===== config.mk =====
export PLATFORM = sky130hd
export DESIGN_NAME = apb_servo_bank_flat
export DESIGN_NICKNAME = d
export VERILOG_FILES = /design/src/rtl/servo_pkg.sv /design/src/rtl/apb_servo_bank_if.sv /design/src/rtl/servo_channel.sv /design/src/rtl/apb_servo_bank.sv /design/src/flat_wrapper.sv
export SDC_FILE = /design/constraint.sdc
export NUM_CORES = 1
export LEC_CHECK = 0
export CAP_MARGIN = 20
export CORE_ASPECT_RATIO = 1.75
export CORE_UTILIZATION = 40
export CTS_CLUSTER_SIZE = 8
export DETAILED_ROUTE_END_ITERATION = 7
export PLACE_DENSITY = 0.69
export SLEW_MARGIN = 20
export SYNTH_ARGS = -nofsm -noshare
export SYNTH_HDL_FRONTEND = slang
export SYNTH_SLANG_ARGS = --single-unit

===== constraint.sdc =====
create_clock -name PCLK -period 4.95 [get_ports PCLK]
set_input_delay 1.2375 -clock PCLK [delete_from_list [all_inputs] [get_ports PCLK]]
set_output_delay 1.2375 -clock PCLK [all_outputs]
set_load 0.01 [all_outputs]

===== src/rtl/servo_pkg.sv =====
// Shared constants for the APB servo bank: register offsets, bit positions, decode helper.
package servo_pkg;

    localparam logic [7:0] AddrCtrl    = 8'h00;
    localparam logic [7:0] AddrStatus  = 8'h04;
    localparam logic [7:0] AddrPeriod  = 8'h08;
    localparam logic [7:0] AddrSlew    = 8'h0C;
    localparam logic [7:0] AddrHitCnt  = 8'h10;
    localparam logic [7:0] AddrTarget  = 8'h20;
    localparam logic [7:0] AddrCurrent = 8'h40;

    localparam int unsigned CtrlEnBit     = 0;
    localparam int unsigned CtrlIrqEnBit  = 1;
    localparam int unsigned StatusPendBit = 0;
    localparam int unsigned StatusBusyLsb = 8;

    localparam int unsigned HitCntW = 8;
    localparam int unsigned MaxNch  = 8;
    localparam int unsigned IdxW    = $clog2(MaxNch);

    typedef enum logic [2:0] {
        SelNone,
        SelCtrl,
        SelStatus,
        SelPeriod,
        SelSlew,
        SelHitCnt,
        SelTarget,
        SelCurrent
    } reg_sel_e;

    // Word-aligned decode of PADDR[7:0]; channel slots at or above nch are unmapped.
    function automatic reg_sel_e decode_addr(input logic [7:0] addr, input int unsigned nch);
        reg_sel_e sel;
        sel = SelNone;
        if (addr[1:0] == 2'b00) begin
            case (addr)
                AddrCtrl:   sel = SelCtrl;
                AddrStatus: sel = SelStatus;
                AddrPeriod: sel = SelPeriod;
                AddrSlew:   sel = SelSlew;
                AddrHitCnt: sel = SelHitCnt;
                default: begin
                    if (addr[7:5] == AddrTarget[7:5] && 32'(addr[4:2]) < nch) begin
                        sel = SelTarget;
                    end else if (addr[7:5] == AddrCurrent[7:5] && 32'(addr[4:2]) < nch) begin
                        sel = SelCurrent;
                    end
                end
            endcase
        end
        return sel;
    endfunction

endpackage


===== src/rtl/apb_servo_bank_if.sv =====
// APB3 bus bundle between the fabric master and the servo bank.
interface apb_servo_bank_if;
    logic        PSEL;
    logic        PENABLE;
    logic        PWRITE;
    logic [31:0] PADDR;
    logic [31:0] PWDATA;
    logic [31:0] PRDATA;
    logic        PREADY;
    logic        PSLVERR;

    modport master (
        output PSEL, PENABLE, PWRITE, PADDR, PWDATA,
        input  PRDATA, PREADY, PSLVERR
    );

    modport slave (
        input  PSEL, PENABLE, PWRITE, PADDR, PWDATA,
        output PRDATA, PREADY, PSLVERR
    );
endinterface


===== src/rtl/servo_channel.sv =====
// One servo channel: clamped target, slew-limited current width, registered PWM compare.
module servo_channel #(
    parameter int unsigned CNT_W  = 21,
    parameter int unsigned PW_MIN = 60000,
    parameter int unsigned PW_MAX = 240000
) (
    input  logic             clk_i,
    input  logic             rst_i,
    input  logic             en_i,
    input  logic [CNT_W-1:0] cnt_i,
    input  logic             frame_tick_i,
    input  logic [CNT_W-1:0] slew_i,
    input  logic             tgt_we_i,
    input  logic [31:0]      tgt_wdata_i,
    output logic [CNT_W-1:0] target_o,
    output logic [CNT_W-1:0] current_o,
    output logic             busy_o,
    output logic             pwm_o
);
    logic [CNT_W-1:0] target_q, target_d;
    logic [CNT_W-1:0] current_q, current_d;
    logic [CNT_W-1:0] diff;
    logic             up;
    logic             pwm_q, pwm_d;

    // Next state: clamp on write, step toward target only at the frame boundary.
    always_comb begin
        target_d  = target_q;
        current_d = current_q;
        if (tgt_we_i) begin
            if (tgt_wdata_i < PW_MIN) begin
                target_d = CNT_W'(PW_MIN);
            end else if (tgt_wdata_i > PW_MAX) begin
                target_d = CNT_W'(PW_MAX);
            end else begin
                target_d = tgt_wdata_i[CNT_W-1:0];
            end
        end
        up   = target_q > current_q;
        diff = up ? (target_q - current_q) : (current_q - target_q);
        if (frame_tick_i) begin
            if (slew_i == '0 || diff <= slew_i) begin
                current_d = target_q;
            end else if (up) begin
                current_d = current_q + slew_i;
            end else begin
                current_d = current_q - slew_i;
            end
        end
        pwm_d = en_i && (cnt_i < current_q);
    end

    // Channel state registers with synchronous reset.
    always_ff @(posedge clk_i) begin
        if (rst_i) begin
            target_q  <= CNT_W'(PW_MIN);
            current_q <= CNT_W'(PW_MIN);
            pwm_q     <= 1'b0;
        end else begin
            target_q  <= target_d;
            current_q <= current_d;
            pwm_q     <= pwm_d;
        end
    end

    assign target_o  = target_q;
    assign current_o = current_q;
    assign busy_o    = (current_q != target_q);
    assign pwm_o     = pwm_q;
endmodule


===== src/rtl/apb_servo_bank.sv =====
// APB3 servo bank: register decode, shared frame counter, period shadow, hit debounce, IRQ.
module apb_servo_bank
    import servo_pkg::*;
#(
    parameter int unsigned NCH            = 2,
    parameter int unsigned CNT_W          = 21,
    parameter int unsigned PERIOD_DEFAULT = 2000000,
    parameter int unsigned PW_MIN         = 60000,
    parameter int unsigned PW_MAX         = 240000,
    parameter int unsigned DEBOUNCE       = 10000000
) (
    input  logic            PCLK,
    input  logic            PRESET,
    apb_servo_bank_if.slave apb,
    output logic [NCH-1:0]  pwm_out,
    input  logic            hit_n,
    output logic            FABINT
);
    localparam int unsigned DebW = $clog2(DEBOUNCE + 1);
    typedef logic [CNT_W-1:0] cnt_t;

    reg_sel_e            sel;
    logic [IdxW-1:0]     idx;
    logic                wr_en, rd_setup, en, frame_tick, hit;
    logic [1:0]          ctrl_q, ctrl_d;
    cnt_t                period_sh_q, period_sh_d, period_act_q, period_act_d;
    cnt_t                slew_q, slew_d, cnt_q, cnt_d;
    logic [HitCntW-1:0]  hitcnt_q, hitcnt_d;
    logic                pending_q, pending_d, fabint_q, fabint_d;
    logic [DebW-1:0]     deb_q, deb_d;
    logic [31:0]         prdata_q, prdata_d, rdata;
    cnt_t                target [NCH];
    cnt_t                current [NCH];
    logic [NCH-1:0]      busy, tgt_we;
    logic                unused_paddr;

    assign sel          = decode_addr(apb.PADDR[7:0], NCH);
    assign idx          = apb.PADDR[4:2];
    assign wr_en        = apb.PSEL & apb.PENABLE & apb.PWRITE;
    assign rd_setup     = apb.PSEL & ~apb.PENABLE;
    assign en           = ctrl_q[CtrlEnBit];
    assign frame_tick   = en && (cnt_q == period_act_q - 1'b1);
    // Fires on the DEBOUNCE-th consecutive low sample; the counter then parks one past it.
    assign hit          = ~hit_n && (deb_q == DebW'(DEBOUNCE - 1));
    assign unused_paddr = ^apb.PADDR[31:8];

    // Per-channel target write strobes.
    always_comb begin
        tgt_we = '0;
        for (int i = 0; i < NCH; i++) begin
            tgt_we[i] = wr_en && (sel == SelTarget) && (idx == IdxW'(i));
        end
    end

    // Read data mux, captured into PRDATA during the setup cycle.
    always_comb begin
        rdata = '0;
        case (sel)
            SelCtrl:   rdata[1:0] = ctrl_q;
            SelStatus: begin
                rdata[StatusPendBit] = pending_q;
                for (int i = 0; i < NCH; i++) rdata[StatusBusyLsb + i] = busy[i];
            end
            SelPeriod: rdata[CNT_W-1:0] = period_sh_q;
            SelSlew:   rdata[CNT_W-1:0] = slew_q;
            SelHitCnt: rdata[HitCntW-1:0] = hitcnt_q;
            SelTarget: begin
                for (int i = 0; i < NCH; i++) if (idx == IdxW'(i)) rdata[CNT_W-1:0] = target[i];
            end
            SelCurrent: begin
                for (int i = 0; i < NCH; i++) if (idx == IdxW'(i)) rdata[CNT_W-1:0] = current[i];
            end
            default: ;
        endcase
    end

    // Next state for bus registers, frame counter, debounce, status and interrupt.
    always_comb begin
        ctrl_d       = ctrl_q;
        period_sh_d  = period_sh_q;
        period_act_d = period_act_q;
        slew_d       = slew_q;
        cnt_d        = cnt_q;
        deb_d        = deb_q;
        pending_d    = pending_q;
        hitcnt_d     = hitcnt_q;
        if (wr_en) begin
            case (sel)
                SelCtrl:   ctrl_d = apb.PWDATA[1:0];
                SelPeriod: period_sh_d = (apb.PWDATA[CNT_W-1:0] < cnt_t'(2)) ? cnt_t'(2)
                                                                          : apb.PWDATA[CNT_W-1:0];
                SelSlew:   slew_d = apb.PWDATA[CNT_W-1:0];
                default: ;
            endcase
        end
        if (!en) begin
            cnt_d = '0;
        end else if (frame_tick) begin
            cnt_d        = '0;
            period_act_d = period_sh_q;
        end else begin
            cnt_d = cnt_q + 1'b1;
        end
        if (hit_n) begin
            deb_d = '0;
        end else if (deb_q != DebW'(DEBOUNCE)) begin
            deb_d = deb_q + 1'b1;
        end
        // A new hit wins over a same-cycle W1C or HITCNT clear.
        if (wr_en && sel == SelStatus && apb.PWDATA[StatusPendBit]) pending_d = 1'b0;
        if (hit) pending_d = 1'b1;
        if (wr_en && sel == SelHitCnt) begin
            hitcnt_d = hit ? HitCntW'(1) : '0;
        end else if (hit && hitcnt_q != '1) begin
            hitcnt_d = hitcnt_q + 1'b1;
        end
        fabint_d = pending_q & ctrl_q[CtrlIrqEnBit];
        prdata_d = rd_setup ? rdata : prdata_q;
    end

    // Top-level state registers with synchronous reset.
    always_ff @(posedge PCLK) begin
        if (PRESET) begin
            ctrl_q       <= '0;
            period_sh_q  <= cnt_t'(PERIOD_DEFAULT);
            period_act_q <= cnt_t'(PERIOD_DEFAULT);
            slew_q       <= '0;
            cnt_q        <= '0;
            deb_q        <= '0;
            pending_q    <= 1'b0;
            hitcnt_q     <= '0;
            fabint_q     <= 1'b0;
            prdata_q     <= '0;
        end else begin
            ctrl_q       <= ctrl_d;
            period_sh_q  <= period_sh_d;
            period_act_q <= period_act_d;
            slew_q       <= slew_d;
            cnt_q        <= cnt_d;
            deb_q        <= deb_d;
            pending_q    <= pending_d;
            hitcnt_q     <= hitcnt_d;
            fabint_q     <= fabint_d;
            prdata_q     <= prdata_d;
        end
    end

    for (genvar g = 0; g < NCH; g++) begin : g_ch
        servo_channel #(
            .CNT_W  (CNT_W),
            .PW_MIN (PW_MIN),
            .PW_MAX (PW_MAX)
        ) u_ch (
            .clk_i        (PCLK),
            .rst_i        (PRESET),
            .en_i         (en),
            .cnt_i        (cnt_q),
            .frame_tick_i (frame_tick),
            .slew_i       (slew_q),
            .tgt_we_i     (tgt_we[g]),
            .tgt_wdata_i  (apb.PWDATA),
            .target_o     (target[g]),
            .current_o    (current[g]),
            .busy_o       (busy[g]),
            .pwm_o        (pwm_out[g])
        );
    end

    assign apb.PRDATA  = prdata_q;
    assign apb.PREADY  = 1'b1;
    assign apb.PSLVERR = 1'b0;
    assign FABINT      = fabint_q;
endmodule


===== src/flat_wrapper.sv =====
// flat-port wrapper written by rule: the top's interface ports become plain ports
module apb_servo_bank_flat import servo_pkg::*;
#(
    parameter int unsigned NCH            = 2,
    parameter int unsigned CNT_W          = 21,
    parameter int unsigned PERIOD_DEFAULT = 2000000,
    parameter int unsigned PW_MIN         = 60000,
    parameter int unsigned PW_MAX         = 240000,
    parameter int unsigned DEBOUNCE       = 10000000
)
  (PCLK, PRESET, pwm_out, hit_n, FABINT, apb_PSEL, apb_PENABLE, apb_PWRITE, apb_PADDR, apb_PWDATA, apb_PRDATA, apb_PREADY, apb_PSLVERR);
  apb_servo_bank_if apb_i ();
  input  logic PCLK;
  input  logic PRESET;
  output logic [NCH-1:0] pwm_out;
  input  logic hit_n;
  output logic FABINT;
  input wire logic [$bits(apb_i.PSEL)-1:0] apb_PSEL;
  input wire logic [$bits(apb_i.PENABLE)-1:0] apb_PENABLE;
  input wire logic [$bits(apb_i.PWRITE)-1:0] apb_PWRITE;
  input wire logic [$bits(apb_i.PADDR)-1:0] apb_PADDR;
  input wire logic [$bits(apb_i.PWDATA)-1:0] apb_PWDATA;
  output wire logic [$bits(apb_i.PRDATA)-1:0] apb_PRDATA;
  output wire logic [$bits(apb_i.PREADY)-1:0] apb_PREADY;
  output wire logic [$bits(apb_i.PSLVERR)-1:0] apb_PSLVERR;
  assign apb_i.PSEL = apb_PSEL;
  assign apb_i.PENABLE = apb_PENABLE;
  assign apb_i.PWRITE = apb_PWRITE;
  assign apb_i.PADDR = apb_PADDR;
  assign apb_i.PWDATA = apb_PWDATA;
  assign apb_PRDATA = apb_i.PRDATA;
  assign apb_PREADY = apb_i.PREADY;
  assign apb_PSLVERR = apb_i.PSLVERR;
  apb_servo_bank #(.NCH(NCH), .CNT_W(CNT_W), .PERIOD_DEFAULT(PERIOD_DEFAULT), .PW_MIN(PW_MIN), .PW_MAX(PW_MAX), .DEBOUNCE(DEBOUNCE)) u_core (.PCLK(PCLK), .PRESET(PRESET), .apb(apb_i), .pwm_out(pwm_out), .hit_n(hit_n), .FABINT(FABINT));
endmodule

======== After elaboration in Yosys (flattened, before gate mapping) ========
Cells that the tools add are included.
word-level totals
  register bits ........................... 227
  bits in latches ......................... 0
  RAM bits ................................ 0
  ROM bits ................................ 0
  input port bits ......................... 70
  output and inout bits ................... 37
  logic and storage cells ................. 119
  memories kept ........................... 0
cells by class
  add/sub/neg operators ................... 12
  multipliers ............................. 0
  div/mod/pow operators ................... 0
  magnitude comparators ................... 10
  equality and inequality tests ........... 20
  shift operators ......................... 0
  multiplexer cells ....................... 27
  bitwise gates (word level) .............. 7
  reduce and logical (&&, ||, !) cells .... 27
operators by type and width
  cell                                                                                number
  21-bit two-way mux                                                                  13
  21-bit subtractor                                                                   6
  11-bit one-hot mux with 4 select lines                                              1
  21-bit adder                                                                        2
  21-bit greater-than comparator                                                      2
  21-bit less-or-equal comparator                                                     2
  21-bit < comparator                                                                 2
  21-bit != test                                                                      2
  32-bit by 18-bit greater-than comparator with 1-bit output (second input constant)  1
  32-bit by 16-bit < comparator with 1-bit output (second input constant)             1
  6-bit one-hot mux with 5 select lines                                               1
  24-bit by 1-bit adder with 24-bit output (second input constant)                    1
  24-bit equality test (second input constant)                                        1
  24-bit != test (second input constant)                                              1
  21-bit by 1-bit adder with 21-bit output (second input constant)                    1
  21-bit equality test                                                                1
  21-bit logical NOT                                                                  1
  21-bit by 2-bit < comparator with 1-bit output (second input constant)              1
  21-bit by 1-bit subtractor with 21-bit output (second input constant)               1
  8-bit by 4-bit equality test with 1-bit output (second input constant)              2
  8-bit two-way mux                                                                   2
  3-bit one-hot mux with 5 select lines                                               1
  1-bit logical AND                                                                   13
  3-bit equality test (second input constant)                                         4
  other kinds (22)                                                                    40

======== Depth between registers and ports, before layout ========
  word-level depth ........................ 11
  mapped depth ............................ 27

======== By module ========
From an unflattened synthesis, not the netlist that was laid out.
second synthesis, totals
  cells, all modules ...................... 2,652
  area, all modules ....................... 20,388.3 um^2
by module, submodules not included
  module          times used  cells each  area an instance (um^2)
  servo_channel   2           838         6,342.3
  apb_servo_bank  1           976         7,703.6

======== Least setup slack after synthesis ========
No wires, ideal clock.
  kind .................................... register -> register
  start ................................... register u_core.g_ch[0].u_ch.target_q[14]
  end ..................................... register u_core.g_ch[0].u_ch.current_q[20]
  arrival time ............................ 5,256 ps
  data required time ...................... 4,828 ps
  slack ................................... -428 ps
  stages on the path, launching flop included .. 24
  clock period less this slack ............ 5,378 ps
  path through ............................ dfxtp_1 inv_1 ha_1 clkbuf_2 nand2_1 nor4_1 nand2_1 o21ai_0 o21ai_0 nor2_2 buf_2 buf_2 buf_2 mux2i_1 fa_1 a21oi_1 o2111ai_1 a21o_1 a31o_2 o41a_1 a221o_1 a21oi_1 xnor2_1 a221o_1
on the way
  longest elaborated chain between the ends .. 5
  elaborated cells between the ends (all ways) .. 8
  classes of those cells .................. add/sub (2); order compare (2); mux (3); reduce/logical (1)
RTL lines
  what                                                                        line                                      RTL
  from (decl)                                                                 servo_channel.sv:20                       logic [CNT_W-1:0] target_q, target_d;
  from (signal assigned)                                                      servo_channel.sv:56                       target_q <= CNT_W'(PW_MIN);
  from (signal assigned)                                                      servo_channel.sv:60                       target_q <= target_d;
  21-bit subtractor / 21-bit greater-than comparator (equally long branches)  servo_channel.sv:40, servo_channel.sv:39
  21-bit two-way mux                                                          servo_channel.sv:40                       diff = up ? (target_q - current_q) : (current_q - target_q);
  21-bit less-or-equal comparator                                             servo_channel.sv:42                       if (slew_i == '0 || diff <= slew_i) begin
  1-bit logical OR                                                            servo_channel.sv:42
  21-bit two-way mux (*)                                                      servo_channel.sv:42
  to (signal assigned)                                                        servo_channel.sv:57                       current_q <= CNT_W'(PW_MIN);
  to (signal assigned)                                                        servo_channel.sv:61                       current_q <= current_d;
  to (decl)                                                                   servo_channel.sv:21                       logic [CNT_W-1:0] current_q, current_d;
Mark *: on every way between the ends. The rest lies on a longest branch, timed or not.
A chain may end at the register's enable or synchronous reset.

======== Final worst setup path ========
  start ................................... register u_core.g_ch[1].u_ch.target_q[2]
  end ..................................... register u_core.g_ch[1].u_ch.current_q[20]
on the way
  longest elaborated chain between the ends .. 5
  elaborated cells between the ends (all ways) .. 8
  classes of those cells .................. add/sub (2); order compare (2); mux (3); reduce/logical (1)
RTL lines
  what                                                                        line
  from (decl)                                                                 servo_channel.sv:20
  from (signal assigned)                                                      servo_channel.sv:56
  from (signal assigned)                                                      servo_channel.sv:60
  21-bit subtractor / 21-bit greater-than comparator (equally long branches)  servo_channel.sv:40, servo_channel.sv:39
  21-bit two-way mux                                                          servo_channel.sv:40
  21-bit less-or-equal comparator                                             servo_channel.sv:42
  1-bit logical OR                                                            servo_channel.sv:42
  21-bit two-way mux (*)                                                      servo_channel.sv:42
  to (signal assigned)                                                        servo_channel.sv:57
  to (signal assigned)                                                        servo_channel.sv:61
  to (decl)                                                                   servo_channel.sv:21
Marked as above.

==> run summary <==
run status: finished with violations
failing checks: negative setup slack
Routed Antenna Nets: 0
final cell count without fillers: 3521
leakage power figure: 10.9 nW
Max Cap Violations: 0
final core utilization: 54.2%
Syn. warnings: 0
min cycle time layout: 5.04 ns
Post-synth ARST share: 0%
I/O pin count: 107
Total Routing Usage GR: 30.2%
worst r2r dst: u_core.g_ch[1].u_ch.current_o[20]$_SDFFE_PP0P_
Nets: 3210
post-synth top area share: 23.5%
most frequent cells after synthesis: nor2_1 (278), nand2_1 (230), dfxtp_1 (227), a21oi_1 (217), ha_1 (210)
Fin. Hold Viols: 0
fin crit share: 102%
DRT Pass-1 Iters: 7
critical path arrival: 5.45 ns
initial DRC count: 1335
total number of vias: 20.5k
Inserted Clock Buffers: 34
DP Wirelength: 58600 um
vias in the first global route: 21.0k
ranking of synthesized cells by area: dfxtp_1 (24%), ha_1 (14%), a21oi_1 (5.6%), nor2_1 (5.4%), xnor2_1 (5.1%)
cells after synthesis: 2520
CTS clock-pin slew for the worst setup and hold paths: 0.05 ns
Syn-to-layout area delta: 33.9%
vias per cell: 5.83
routability-driven placement congestion ratio: 0.997
Final Max Slew Viols: 0
initial antenna violation count: 0
CP Data Required Time: 5.36 ns
largest net degree at the start of global routing: 56
crit path to: u_core.g_ch[1].u_ch.current_o[20]$_SDFFE_PP0P_
H-Tree Depth: 2
count leader, synth: nor2_1
CTS Root Cell: clkbuf_16
Synth area leader: dfxtp_1
GRT overflow: 0
cell area after synthesis: 19300 um2
Slew HR: 25.4%
worst-margin pin slew: 1.12 ns
Storage cell area: 4570 um2
Setup CP Type: reg2reg
placed cell count: 3425
Yosys cell types: 79
starting density of the core: 40.5%
min-delay worst type: reg2reg
I/O Buffers: 69
placeable core area: 47700 um2
fmax: 0.198 GHz
register bit total from synthesis: 227
final worst setup slack: -0.0949 ns
Power Dens Cells: 162 nW/um2
Die Y: 293 um
clock buffer depth: 3
worst reg-to-reg path cell count: 26
global-route wire length before repair: 114000 um
register area share after synthesis: 23.5%
CP Launch Point: u_core.g_ch[1].u_ch.target_o[2]$_SDFFE_PP0P_
fillcell total: 4396
Die ar.: 49200 um2
count of final setup violators: 18
R2R Setup Slk: -0.09 ns
Mean Syn Cell Area: 7.67 um2
CP Max Fanout: 5
crit end category: flop
Clk Latency, worst-skew pair: 0.54 ns
worst slack at placement: -0.561 ns
final setup TNS: -0.589 ns
Num Clock Sinks: 227
launching point of the worst reg2reg path: u_core.g_ch[1].u_ch.target_o[2]$_SDFFE_PP0P_
multi-input logic area: 14700 um2
RSZ-0062 raised after global routing: yes
CP Launch Type: flop
drt total wl: 76000 um
num rows: 106
n_diodes: 0
top_reg_cell synth: dfxtp_1
Post-synth EDFFs: 0
skew final: 0.0152 ns
DRC violations left: 0
layout cells sized above 1: 24.9%
Peak VDD IR: 425 uV
wire length per cell: 21.6 um
die span in x: 168 um
CTS tree: done
placed cells by master (no fill, tap or decap), types with 11 or more instances in the layout:
cell / netlist / final
buf_4: 19 / 394
nor2_1: 278 / 261
nand2_1: 230 / 224
dfxtp_1: 227 / 207
ha_1: 210 / 188
a21oi_1: 217 / 181
inv_1: 149 / 136
xnor2_1: 113 / 110
o21ai_0: 125 / 105
mux2i_1: 87 / 80
a21o_1: 71 / 70
nand3_1: 75 / 67
clkdlybuf4s50_1: 0 / 67
xor2_1: 63 / 63
nor3_1: 62 / 54
nor2b_1: 39 / 39
clkbuf_16: 0 / 38
a211o_1: 35 / 35
nand4_1: 29 / 29
a21oi_2: 0 / 28
buf_6: 4 / 27
and3_1: 26 / 26
a211oi_2: 16 / 26
nand2b_1: 22 / 22
a22oi_1: 22 / 22
ha_4: 0 / 19
dfxtp_2: 0 / 18
a211oi_1: 27 / 16
nor4_1: 19 / 15
a221oi_1: 18 / 14
inv_2: 0 / 13
or3_1: 15 / 13
nor2_2: 1 / 13
conb_1: 2 / 13
a31oi_1: 17 / 12
buf_12: 1 / 12
nand3b_1: 11 / 11
metal layers:
layer  track usage, %  vias up  share of wire, %
li1                 -     9661                 -
met1             30.9     9804                35
met2             55.3      764                50
met3             3.13      304               5.1
met4             24.7        0               9.2
met5                0        -                 0
cell families (layout without fill, tap and decap cells):
group / count (synthesis) / count (layout) / synth area share [%]
AND/OR/NAND/NOR: 859 / 859 / 20.9
multiplexers: 93 / 93 / 4.86
AO/OA/AOI/OAI: 646 / 646 / 21.9
flip-flops: 227 / 227 / 23.5
other: 2 / 13 / 0.0389
adder cells (fa/ha/maj): 216 / 216 / 14.2
buffers and inverters: 301 / 697 / 6.57
XOR/XNOR: 176 / 176 / 7.98
power breakdown:
part,switching (mW),internal (mW)
clock network,0.885,1.30
logic,0.112,0.0700
registers,0.00141,1.83
total,0.999,3.20
metrics by stage:
stage / area (um2) / hold WS, ns / total power, mW
final: 25900 / 0.463 / 4.20
after global routing: 25900 / 0.473 / 4.29
after CTS: 25200 / 0.462 / 4.22
after detailed placement: 23100 / 0.459 / 2.04
after global placement: 23100 / 0.459 / 2.04
after floorplan: 19400 / 0.419 / 1.96
critical path, cell delays in order, from the launching register on:
cell and delay (ns):
dfxtp_2 0.33, inv_2 0.05, ha_4 0.27, buf_6 0.09
nand4_1 0.18, nor4_2 0.33, buf_4 0.18, nand2_4 0.07
buf_6 0.15, o211ai_1 0.09, and2_4 0.18, a21o_1 0.17
buf_12 0.16, nor2_4 0.04, xnor2_2 0.12, ha_1 0.34
a211oi_2 0.27, nor2_2 0.08, o31ai_2 0.17, buf_4 0.17
o31a_1 0.21, nor2_1 0.05, a311o_1 0.32, o211ai_1 0.28
o21ai_1 0.13, xor2_1 0.15, a221o_1 0.31
how the worst min path moves through the flow:
stage	slack (ns)	from	depth (start not counted)	endpoint
finish	0.46	u_core.pending_q$_SDFFE_PP0P_	2	u_core.FABINT$_SDFF_PP0_
global route	0.47	u_core.pending_q$_SDFFE_PP0P_	2	u_core.FABINT$_SDFF_PP0_
CTS	0.46	u_core.pending_q$_SDFFE_PP0P_	2	u_core.FABINT$_SDFF_PP0_
detailed placement	0.46	u_core.pending_q$_SDFFE_PP0P_	2	u_core.FABINT$_SDFF_PP0_
global placement	0.46	u_core.pending_q$_SDFFE_PP0P_	2	u_core.FABINT$_SDFF_PP0_
floorplan	0.42	u_core.pending_q$_SDFFE_PP0P_	2	u_core.FABINT$_SDFF_PP0_
cell type report:
cell class                      count  share of cell area, %
Multi-Input combinational cell   2003                   56.9
Clock buffer                       36                   3.40
Clock inverter                      3                  0.227
Tap cell                          594                   2.87
Inverter                          149                   2.16
Timing Repair Buffer              509                   16.7
Sequential cell                   227                   17.7
state kept, by name, indices dropped and copies added (netlist names):
signal,count
u_core.deb_q,24
u_core.period_sh_q,21
u_core.cnt_q,21
u_core.apb.PRDATA,21
u_core.g_ch.u_ch.target_o,42
u_core.slew_q,21
u_core.pending_q,1
u_core.ctrl_q,2
u_core.g_ch.u_ch.current_o,42
u_core.FABINT,1
u_core.period_act_q,21
u_core.g_ch.u_ch.pwm_o,2
u_core.hitcnt_q,8
repair_timing:
action,CTS,global route
pin swaps,101,117
setup buffers,37,19
hold buffers,0,0
gates resized for setup,179,128
cloned,5,2
endpoints found under the setup margin,42,42
No activity file was read; power rests on OpenSTA's default activity.
